$ cat src/rtl/bus_pkg.sv
`default_nettype none
// ============================================================================
// Module      : bus_pkg
// Description : Shared bus definitions: source count, source index map,
//               the "no driver" encoder code, arbiter state encoding and a
//               round-robin index helper.
// Revision    : 1.0 - initial release
// ============================================================================
package bus_pkg;

    // Number of sources that can drive the shared bus
    localparam int NUM_BUS_SRC = 24;

    // Source index map (bit position in the grant word)
    localparam logic [4:0] SRC_R0     = 5'd0;
    localparam logic [4:0] SRC_R1     = 5'd1;
    localparam logic [4:0] SRC_R2     = 5'd2;
    localparam logic [4:0] SRC_R3     = 5'd3;
    localparam logic [4:0] SRC_R4     = 5'd4;
    localparam logic [4:0] SRC_R5     = 5'd5;
    localparam logic [4:0] SRC_R6     = 5'd6;
    localparam logic [4:0] SRC_R7     = 5'd7;
    localparam logic [4:0] SRC_R8     = 5'd8;
    localparam logic [4:0] SRC_R9     = 5'd9;
    localparam logic [4:0] SRC_R10    = 5'd10;
    localparam logic [4:0] SRC_R11    = 5'd11;
    localparam logic [4:0] SRC_R12    = 5'd12;
    localparam logic [4:0] SRC_R13    = 5'd13;
    localparam logic [4:0] SRC_R14    = 5'd14;
    localparam logic [4:0] SRC_R15    = 5'd15;
    localparam logic [4:0] SRC_HI     = 5'd16;
    localparam logic [4:0] SRC_LO     = 5'd17;
    localparam logic [4:0] SRC_ZHI    = 5'd18;
    localparam logic [4:0] SRC_ZLO    = 5'd19;
    localparam logic [4:0] SRC_PC     = 5'd20;
    localparam logic [4:0] SRC_MDR    = 5'd21;
    localparam logic [4:0] SRC_INPORT = 5'd22;
    localparam logic [4:0] SRC_C      = 5'd23;

    // Encoder output when the grant word is all zeros
    localparam logic [4:0] BUS_NO_DRIVER = 5'd31;

    // Arbiter state encoding
    typedef enum logic [1:0] {
        IDLE = 2'd0,
        OWN  = 2'd1,
        GAP  = 2'd2
    } state_t;

    // Index that lies 'step' positions after 'base', modulo num_src.
    // base < num_src and step <= num_src, so one subtraction suffices.
    function automatic logic [4:0] rr_step(input logic [4:0] base,
                                           input int         step,
                                           input int         num_src);
        int sum;
        sum = int'({27'd0, base}) + step;
        if (sum >= num_src) begin
            sum = sum - num_src;
        end
        return sum[4:0];
    endfunction

endpackage : bus_pkg
`default_nettype wire

$ cat src/rtl/rr_priority_pick.sv
`default_nettype none
// ============================================================================
// Module      : rr_priority_pick
// Description : Combinational round-robin pick. Searches req starting one
//               position after rr_ptr and wrapping modulo NUM_SRC; the first
//               set bit wins. rr_ptr itself is visited last, so the previous
//               owner only wins when it is the sole requester.
// Revision    : 1.0 - initial release
// ============================================================================
module rr_priority_pick
    import bus_pkg::*;
#(
    parameter int NUM_SRC = NUM_BUS_SRC
) (
    input  logic [31:0] req,
    input  logic [4:0]  rr_ptr,
    output logic [4:0]  win_idx,
    output logic        win_valid
);

    logic [4:0] w_cand;

    // Rotated priority search: candidates rr_ptr+1 .. rr_ptr+NUM_SRC
    always_comb begin
        win_idx   = 5'd0;
        win_valid = 1'b0;
        w_cand    = 5'd0;
        for (int k = 1; k <= NUM_SRC; k++) begin
            w_cand = rr_step(rr_ptr, k, NUM_SRC);
            if (!win_valid && req[w_cand]) begin
                win_valid = 1'b1;
                win_idx   = w_cand;
            end
        end
    end

endmodule : rr_priority_pick
`default_nettype wire

$ cat src/rtl/bus_grant_arbiter.sv
`default_nettype none
// ============================================================================
// Module      : bus_grant_arbiter
// Description : Round-robin owner arbiter for the shared datapath bus.
//               Issues a registered one-hot grant word (or all zeros) that
//               feeds encoder_32_to_5 directly. Supports an optional idle
//               turnaround cycle between owners and an optional hold limit
//               that revokes an owner and pulses timeout.
// Revision    : 1.0 - initial release
// ============================================================================
module bus_grant_arbiter
    import bus_pkg::*;
#(
    parameter int NUM_SRC    = NUM_BUS_SRC,  // <= 32
    parameter int TURNAROUND = 1,            // 0 or 1 idle cycles between owners
    parameter int MAX_HOLD   = 0             // 0 = unlimited, else 1..255
) (
    input  logic               clk,
    input  logic               clr_n,
    input  logic [NUM_SRC-1:0] req,
    // "release" is a reserved word in SystemVerilog, hence this name
    input  logic               owner_release,
    output logic [31:0]        grant,
    output logic               busy,
    output logic               timeout
);

    localparam logic [NUM_SRC-1:0] GRANT_LSB = NUM_SRC'(1);
    localparam logic [4:0]         RR_RESET  = 5'(NUM_SRC - 1);
    localparam bit                 USE_GAP   = (TURNAROUND != 0);
    localparam bit                 HOLD_EN   = (MAX_HOLD != 0);
    localparam logic [7:0]         HOLD_LAST = (MAX_HOLD == 0) ? 8'd0 : 8'(MAX_HOLD - 1);

    // Registered state
    state_t             r_state;
    logic [NUM_SRC-1:0] r_grant;
    logic [4:0]         r_owner;
    logic [4:0]         r_rr_ptr;
    logic [7:0]         r_hold_cnt;
    logic               r_busy;
    logic               r_timeout;

    // Next-state values
    state_t             w_state_nxt;
    logic [NUM_SRC-1:0] w_grant_nxt;
    logic [4:0]         w_owner_nxt;
    logic [4:0]         w_rr_ptr_nxt;
    logic [7:0]         w_hold_nxt;
    logic               w_timeout_nxt;

    // Arbitration and end-of-ownership terms
    logic [31:0]        w_req_ext;
    logic [4:0]         w_pick_ptr;
    logic [4:0]         w_win_idx;
    logic               w_win_valid;
    logic               w_hold_hit;
    logic               w_own_end;
    logic [7:0]         w_hold_inc;

    // Requests are handled as a 32-bit word; unused sources read as zero
    generate
        if (NUM_SRC < 32) begin : g_req_pad
            assign w_req_ext = {{(32 - NUM_SRC){1'b0}}, req};
        end else begin : g_req_full
            assign w_req_ext = req;
        end
    endgenerate

    // While owning, the pointer that will be in force after this owner is
    // the owner itself, so a same-edge re-arbitration searches from there.
    assign w_pick_ptr = (r_state == OWN) ? r_owner : r_rr_ptr;

    rr_priority_pick #(
        .NUM_SRC   (NUM_SRC)
    ) u_pick (
        .req       (w_req_ext),
        .rr_ptr    (w_pick_ptr),
        .win_idx   (w_win_idx),
        .win_valid (w_win_valid)
    );

    assign w_hold_hit = HOLD_EN && (r_hold_cnt == HOLD_LAST);
    assign w_own_end  = owner_release || !w_req_ext[r_owner] || w_hold_hit;
    assign w_hold_inc = (r_hold_cnt == 8'hFF) ? r_hold_cnt : (r_hold_cnt + 8'd1);

    // Next-state and next-output decode
    always_comb begin
        w_state_nxt   = r_state;
        w_grant_nxt   = r_grant;
        w_owner_nxt   = r_owner;
        w_rr_ptr_nxt  = r_rr_ptr;
        w_hold_nxt    = r_hold_cnt;
        w_timeout_nxt = 1'b0;
        case (r_state)
            IDLE: begin
                if (w_win_valid) begin
                    w_state_nxt = OWN;
                    w_grant_nxt = GRANT_LSB << w_win_idx;
                    w_owner_nxt = w_win_idx;
                    w_hold_nxt  = 8'd0;
                end
            end
            OWN: begin
                w_hold_nxt = w_hold_inc;
                if (w_own_end) begin
                    w_grant_nxt   = '0;
                    w_rr_ptr_nxt  = r_owner;
                    // An explicit release on the same edge is not a timeout
                    w_timeout_nxt = w_hold_hit && !owner_release;
                    if (USE_GAP) begin
                        w_state_nxt = GAP;
                    end else if (w_win_valid) begin
                        w_state_nxt = OWN;
                        w_grant_nxt = GRANT_LSB << w_win_idx;
                        w_owner_nxt = w_win_idx;
                        w_hold_nxt  = 8'd0;
                    end else begin
                        w_state_nxt = IDLE;
                    end
                end
            end
            GAP: begin
                // Requests are deliberately ignored for this cycle
                w_state_nxt = IDLE;
                w_grant_nxt = '0;
            end
            default: begin
                w_state_nxt = IDLE;
                w_grant_nxt = '0;
            end
        endcase
    end

    // State, pointer, counter and output registers
    always_ff @(posedge clk or negedge clr_n) begin
        if (!clr_n) begin
            r_state    <= IDLE;
            r_grant    <= '0;
            r_owner    <= 5'd0;
            r_rr_ptr   <= RR_RESET;
            r_hold_cnt <= 8'd0;
            r_busy     <= 1'b0;
            r_timeout  <= 1'b0;
        end else begin
            r_state    <= w_state_nxt;
            r_grant    <= w_grant_nxt;
            r_owner    <= w_owner_nxt;
            r_rr_ptr   <= w_rr_ptr_nxt;
            r_hold_cnt <= w_hold_nxt;
            r_busy     <= |w_grant_nxt;
            r_timeout  <= w_timeout_nxt;
        end
    end

    // Grant bits above the last source are permanently zero
    generate
        if (NUM_SRC < 32) begin : g_grant_pad
            assign grant = {{(32 - NUM_SRC){1'b0}}, r_grant};
        end else begin : g_grant_full
            assign grant = r_grant;
        end
    endgenerate

    assign busy    = r_busy;
    assign timeout = r_timeout;

endmodule : bus_grant_arbiter
`default_nettype wire
$ cat config.mk
export PLATFORM = sky130hd
export DESIGN_NAME = bus_grant_arbiter
export DESIGN_NICKNAME = d
export VERILOG_FILES = /design/src/rtl/bus_pkg.sv /design/src/rtl/rr_priority_pick.sv /design/src/rtl/bus_grant_arbiter.sv
export SDC_FILE = /design/constraint.sdc
export NUM_CORES = 1
export LEC_CHECK = 0
export BUFFER_PORTS_ARGS = -buffer_cell sky130_fd_sc_hd__buf_4
export CORE_MARGIN = 4
export CORE_UTILIZATION = 30
export CTS_CLUSTER_SIZE = 12
export DETAILED_ROUTE_END_ITERATION = 6
export GPL_TIMING_DRIVEN = 1
export MAX_ROUTING_LAYER = met4
export PLACE_DENSITY = 0.5
export SETUP_SLACK_MARGIN = 0.4
export SLEW_MARGIN = 5
export SYNTH_ARGS = -nofsm -noshare
export SYNTH_HDL_FRONTEND = slang
export SYNTH_SLANG_ARGS = --single-unit
export TNS_END_PERCENT = 20
$ cat constraint.sdc
create_clock -name clk -period 18.5 [get_ports clk]
set_input_delay 1.85 -clock clk [delete_from_list [all_inputs] [get_ports clk]]
set_output_delay 1.85 -clock clk [all_outputs]
set_load 0.1 [all_outputs]
Word level (Yosys, flattened, before mapping)
Cells that the tools add are included.

storage, ports and cells
  bits in registers = 37
  bits of input ports = 27
  output and inout bits = 34
  logic and storage cells = 288

cells by class
  add/sub/neg operators = 48
  $lt $le $gt $ge = 49
  equality and inequality tests = 3
  shift-type cells = 1
  mux-type cells = 129
  reduce and logical (&&, ||, !) cells = 53

operator list
  kind                                                                           number
  5-bit 2-to-1 mux                                                               49
  5-bit by 6-bit less-than comparator with 1-bit output (second input constant)  25
  6-bit by 5-bit >= comparator with 1-bit output (second input constant)         24
  1-bit binary-select mux with 5-bit select                                      25
  5-bit by 4-bit subtractor with 5-bit output (second input constant)            24
  5-bit by 5-bit adder with 6-bit output (second input constant)                 9
  1-bit 2-to-1 mux                                                               49
  5-bit by 4-bit adder with 6-bit output (second input constant)                 8
  24-bit 2-to-1 mux                                                              2
  24-bit case mux with 2 select lines                                            1
  5-bit by 3-bit adder with 6-bit output (second input constant)                 4
  1-bit logical NOT                                                              24
  24-bit OR reduction                                                            1
  1-bit by 5-bit left shift with 24-bit output (first input constant)            1
  1-bit logical AND                                                              23
  5-bit by 2-bit adder with 6-bit output (second input constant)                 2
  5-bit by 1-bit adder with 6-bit output (second input constant)                 1
  2-bit AND reduction                                                            3
  2-bit 2-to-1 mux                                                               2
  2-bit case mux with 2 select lines                                             1
  2-bit by 1-bit equality test with 1-bit output (second input constant)         1
  2-bit logical NOT                                                              1
  2-bit by 1-bit != test with 1-bit output (second input constant)               1
  2-bit != test (second input constant)                                          1
  1-bit logical OR                                                               1

Longest topological paths before layout
  depth in word-level cells = 81
  mapped depth = 30
  mapped depth without buffers = 24

Cells and area by module
A second synthesis with hierarchy kept.

unflattened totals
  cells, all modules = 1060
  area, all modules = 8443.1 µm²

modules (own cells, without submodules)
  module             times used  cells an instance  area each (µm²)  sequential area each (µm²)
  rr_priority_pick   1           765                5893.2           0.0
  bus_grant_arbiter  1           295                2549.9           930.9

Least setup slack after synthesis
No wires, ideal clock.

  path kind = register -> register
  from = register r_state[1]
  to = register r_busy, in the netlist busy
  setup time = 0.072 ns
  data arrival time = 6.099 ns
  data required time = 18.428 ns
  path slack = 12.329 ns
  cell stages (with the launch flop) = 29
  buffers on the path = 6
  clock period less this slack = 6.171 ns
  path through = dfrtp_1 -> nand2b_2 -> buf_6 -> buf_6 -> a21o_1 -> inv_2 -> buf_2 -> buf_2 -> buf_1 -> ha_1 -> nand2_1 -> mux2i_1 -> or3_1 -> nand2_1 -> ha_1 -> nor4bb_1 -> a311o_1 -> or3_1 -> a221oi_1 -> nor3b_1 -> o21bai_2 -> nand4_2 -> nor4_2 -> nand4_2 -> or4_4 -> a21oi_4 -> buf_2 -> o21ai_0 -> nand4_1

on the way
  word-level cells in the longest chain between the ends = 81
  elaborated cells between the ends (all ways) = 245
  those cells by class = 48 x add/sub; 24 x order compare; 1 x eq/ne; 1 x shift; 123 x mux; 48 x reduce/logical

RTL lines
  element                                                                                                        RTL line                                          RTL
  start: declaration                                                                                             bus_grant_arbiter.sv:35                           state_t r_state;
  start signal: assignment                                                                                       bus_grant_arbiter.sv:145                          r_state <= w_state_nxt;
  2-bit by 1-bit equality test with 1-bit output                                                                 bus_grant_arbiter.sv:71, bus_grant_arbiter.sv:94
  5-bit 2-to-1 mux                                                                                               bus_grant_arbiter.sv:71                           assign w_pick_ptr = (r_state == OWN) ? r_owner : r_rr_ptr;
  5-bit by 1-bit adder with 6-bit output                                                                         bus_pkg.sv:56                                     sum = int'({27'd0, base}) + step;
  5-bit by 4-bit subtractor with 5-bit output or 6-bit by 5-bit >= comparator with 1-bit output (tied branches)  bus_pkg.sv:58, bus_pkg.sv:57
  5-bit 2-to-1 mux                                                                                               bus_pkg.sv:57                                     if (sum >= num_src) begin
  1-bit binary-select mux with 5-bit select                                                                      rr_priority_pick.sv:30                            if (!win_valid && req[w_cand]) begin
  1-bit 2-to-1 mux (implied by the code)                                                                         rr_priority_pick.sv:30
  1-bit 2-to-1 mux                                                                                               rr_priority_pick.sv:30
  (+65 left out)                                                                                                 n/a
  1-bit 2-to-1 mux                                                                                               rr_priority_pick.sv:30
  1-bit logical NOT                                                                                              rr_priority_pick.sv:30
  1-bit logical AND                                                                                              rr_priority_pick.sv:30
  5-bit 2-to-1 mux                                                                                               rr_priority_pick.sv:30
  1-bit by 5-bit left shift with 24-bit output                                                                   n/a
  24-bit 2-to-1 mux                                                                                              bus_grant_arbiter.sv:96                           if (w_win_valid) begin
  24-bit case mux with 2 select lines *                                                                          bus_grant_arbiter.sv:94                           case (r_state)
  24-bit OR reduction *                                                                                          bus_grant_arbiter.sv:150                          r_busy <= |w_grant_nxt;
  end signal: assignment                                                                                         bus_grant_arbiter.sv:150
  end: declaration                                                                                               bus_grant_arbiter.sv:40                           logic r_busy;

Mark *: on every way between the ends. The rest lies on a longest branch, timed or not. The select of a mux whose other input is x is not followed.
A chain may end at the register's enable or synchronous reset.

Final worst setup path
  from = register r_state[1]
  to = register r_busy, in the netlist busy

on the way
  word-level cells in the longest chain between the ends = 81
  elaborated cells between the ends (all ways) = 245
  those cells by class = 48 x add/sub; 24 x order compare; 1 x eq/ne; 1 x shift; 123 x mux; 48 x reduce/logical

RTL lines
  element                                                                                                        RTL line                                          RTL
  2-bit by 1-bit equality test with 1-bit output                                                                 bus_grant_arbiter.sv:71, bus_grant_arbiter.sv:94
  5-bit 2-to-1 mux                                                                                               bus_grant_arbiter.sv:71
  5-bit by 1-bit adder with 6-bit output                                                                         bus_pkg.sv:56
  5-bit by 4-bit subtractor with 5-bit output or 6-bit by 5-bit >= comparator with 1-bit output (tied branches)  bus_pkg.sv:58, bus_pkg.sv:57
  5-bit 2-to-1 mux                                                                                               bus_pkg.sv:57
  1-bit binary-select mux with 5-bit select                                                                      rr_priority_pick.sv:30
  1-bit 2-to-1 mux (implied by the code)                                                                         rr_priority_pick.sv:30
  1-bit 2-to-1 mux                                                                                               rr_priority_pick.sv:30
  (+66 left out)                                                                                                 n/a
  1-bit logical NOT                                                                                              rr_priority_pick.sv:30
  1-bit logical AND                                                                                              rr_priority_pick.sv:30
  5-bit 2-to-1 mux                                                                                               rr_priority_pick.sv:30
  1-bit by 5-bit left shift with 24-bit output                                                                   n/a
  24-bit 2-to-1 mux                                                                                              bus_grant_arbiter.sv:96
  24-bit case mux with 2 select lines *                                                                          bus_grant_arbiter.sv:94
  net w_grant_nxt[20]                                                                                            bus_grant_arbiter.sv:45                           logic [NUM_SRC-1:0] w_grant_nxt;
  24-bit OR reduction *                                                                                          bus_grant_arbiter.sv:150

The timed path passes the listed nets; every way through them passes the cells marked *. The select of a mux whose other input is x is not followed.

==> summary.txt <==
Setup path
  • Critical Path, Cell by Cell: nand2b_2 -> mux2_2 -> buf_4 -> inv_2 -> ha_1 -> inv_1 -> o31ai_1 -> a21oi_1 -> xnor2_1 -> a221oi_1 -> o21ai_0 -> buf_4 -> nor3b_1 -> nand4_2 -> or4_4 -> a21oi_4 -> nand2_1 -> o41ai_4 -> a31oi_1 -> nand4_1
  • CP Capture Type: flop
  • WS Path Type: flop to flop
  • Worst setup SP type: flop
  • Reg2reg start: r_state[1]
  • R2r setup slk: 9.96 ns
  • Reg-to-reg endpoint: busy
  • CP top delay family: compound AO/OA/AOI/OAI gates
  • CP most frequent cell: buf_4
  • Required time of the critical path: 18.72 ns
  • CP arrival: 8.76 ns
  • R2R cell count: 20
  • Worst Path Buf+Inv: 4
  • Max incr delay on CP: 1.11 ns
  • CP max stage cell: o31ai_1
  • Max Fanout on Critical Path: 31

Global routing
  • Largest net degree at the start of global routing: 77
  • Vias in the first global route: 9880
  • Initial antenna violation count: 1
  • First-pass GRT wire length: 64.06 mm
  • GRT overflow: 0
  • Gr usage total: 26.97%

Route
  • Routed WL per cell: about 27 um
  • Via count: 10535
  • Detail Route Antenna Nets: 0
  • Routed WL: 43.05 mm
  • Pre-antenna DRT Iters: 6
  • DR DRC count: 0
  • First DRT Iteration DRCs: 1414
  • Vias per cell: 6.714

Worst hold path
  • Hold Path Sink: r_grant[14]
  • HP Class: flop to flop
  • Hold wc startpoint: r_grant[14]
  • Hold Crit Depth: 2

Floorplanning
  • Die W: 178.9 um
  • Die height: 178.9 um
  • # IOs: 61
  • Initial Util: 30.45%
  • Row cnt: 62
  • Die area: 32010 um^2
  • CORE AREA: 28780 um^2

CTS
  • Clk buf depth: 2
  • CTS Buf Count: 5
  • CTS root buf: clkbuf_16
  • Postcts setup bufs: 0
  • Clk_lat worst skew: 0.29 ns
  • Clock input transition at the sequential cells of the worst setup and hold paths: 0.06 ns
  • Clk sink count: 37
  • CTS resizes: 0
  • TritonCTS clock tree: built
  • H-tree levels: 2
  • Post-CTS Hold Buffers: 0

Synth
  • Area share of fa/ha/maj cells after synthesis: between 2 and 2.5%
  • Synth Area in Compound Gates: between 40% and 50%
  • Multiplexer share of the synthesized area: 10.92%
  • Top_reg_cell synth: dfrtp_1
  • Syn Area/Cell: 7.434 um^2
  • Synth unique cells: 112
  • Synthesized flop and latch total: 37
  • Mapped Cells: approximately 1200
  • Mapped Area: 8765 um^2
  • Post-synth EDFFs: 0
  • Post-synthesis sequential area ratio: a little over a tenth
  • Ys Warns: 0
  • Synth async-reset ratio: 100.0%
  • Post-synthesis simple-gate area fraction: 25.87%
  • XOR/XNOR Fraction of Synth Area: 1.984%
  • Largest family of logic cells by synthesized area: compound AO/OA/AOI/OAI gates

Placement
  • Hpwl dp: approximately 33 mm
  • GP Congestion: 1.012
  • IO Port Bufs: 51
  • Pre-CTS WS: roughly 10 ns
  • Area after DPL: 9435 um^2

STA
  • RSZ-0062 raised after global routing: false
  • Fin worst setup slack: 9.959 ns
  • Final setup viols: 0
  • Clk_skew: between 0.005 and 0.006 ns
  • Slew Limit Fails: 0
  • Total Neg Setup Slack: 0 ns
  • Fin crit period: 8.541 ns
  • Final hold violations: 0
  • Rel. slew slack: 14.77%
  • Slew @ Worst Pin: about 1.3 ns
  • Fin crit share: 46.17%
  • Peak Freq: about 0.12 GHz

Cells and area
  • Final #Nets: 1225
  • Fin area: 9609 um^2
  • Area Overhead vs Synth: 9.636%
  • Share of layout cells above drive strength 1: 17.06%
  • Most frequent cells in the layout: nand2_1, buf_4, nor2_1
  • Commonest non-fill, non-tap cell in the layout: nand2_1

Run
  • Max_cap viols: 0

Run status
  • Status: finished, final reports clean
## per-stage QoR
step                      util [%]  hold slack, ns  std cells
final                        33.39          0.5316       1569
after global routing         33.38          0.5597       1568
after CTS                    33.38          0.5308       1568
after detailed placement     32.78          0.5139       1560
after global placement       32.78          0.5210       1560
after floorplan                  -          0.5077       1187
## area by class of cell
class | count | area, um^2
Antenna cell | 1 | 2.502
Tap cell | 384 | 480.5
Multi-Input combinational cell | 1009 | 7222
Clock inverter | 3 | 46.29
Fill cell | 3105 | 19170
Sequential cell | 37 | 930.9
Clock buffer | 5 | 125.1
Inverter | 47 | 178.9
Timing Repair Buffer | 83 | 623.1
## flip-flops by register name, summed over array words and instances, names as in the netlist
register  cells
busy          1
r_grant      24
r_owner       5
r_rr_ptr      5
r_state       2
## cell usage after synthesis, types with 7 or more instances
master / count / area [um^2]
or3_1: 13 / 81.33
nand4_1: 12 / 75.07
buf_4: 13 / 97.59
o32ai_1: 7 / 61.31
o22ai_1: 14 / 87.58
mux2_2: 13 / 146.4
a22o_1: 12 / 105.1
dfrtp_1: 33 / 825.8
nand2b_1: 14 / 87.58
and3_1: 12 / 75.07
a21oi_1: 74 / 370.4
o211ai_1: 30 / 225.2
a2111oi_0: 10 / 87.58
nor3_1: 39 / 195.2
inv_1: 39 / 146.4
clkbuf_1: 37 / 138.9
nor2b_1: 7 / 43.79
a21o_1: 11 / 82.58
ha_1: 15 / 187.7
and2_1: 15 / 93.84
buf_2: 28 / 140.1
a211oi_1: 81 / 608.1
a211o_1: 10 / 87.58
mux4_2: 18 / 405.4
nand3_1: 31 / 155.2
o31ai_1: 11 / 82.58
xnor2_1: 18 / 157.7
a21boi_0: 7 / 52.55
a221oi_1: 9 / 78.83
o21a_1: 10 / 75.07
mux2i_1: 36 / 360.4
or2_2: 11 / 68.82
o2111ai_1: 7 / 61.31
nand2_1: 108 / 405.4
nor2_1: 82 / 307.8
o21ai_0: 58 / 290.3
a31oi_1: 19 / 118.9
nor4_1: 15 / 93.84
buf_6: 10 / 112.6
o21ai_1: 19 / 95.09
## cells by family (layout without fill, tap and decap cells)
family / count (synthesis) / count (layout)
DFF: 37 / 37
and+or+nand+nor: 417 / 417
AOI/OAI and AO/OA: 479 / 479
xor gates and xnor gates: 19 / 19
buffers and inverters: 141 / 138
other: 1 / 10
muxes: 70 / 70
adders and majority gates: 15 / 15
## worst min-delay path, delay by kind of cell, from the launching register on
kind / cells / cell delay, ns
AOI/OAI and AO/OA: 1 / 0.06
DFF: 1 / 0.38
and+or+nand+nor: 1 / 0.06
## how the worst max path moves through the flow
stage                           from    to  slack [ns]  cells past startpoint
after floorplan           r_state[1]  busy       12.33                     28
after global placement    r_state[1]  busy       10.20                     20
after detailed placement  r_state[1]  busy       10.20                     19
after CTS                 r_state[1]  busy       10.17                     19
after global routing      r_state[1]  busy        9.42                     19
final                     r_state[1]  busy        9.96                     20
## per-layer routing
| layer | share of wire [%] | vias up | track usage (%) |
|---|---|---|---|
| met5 | 0 | - | - |
| met4 | 4.5 | 0 | 10.33 |
| met3 | 10 | 115 | 5.778 |
| met2 | 42 | 583 | 39.06 |
| met1 | 43 | 5175 | 36.73 |
| li1 | - | 4662 | - |
Power is left out: the tool's default activity adds up to more than one toggle a clock period on the data nets, which glitch-free logic cannot reach.
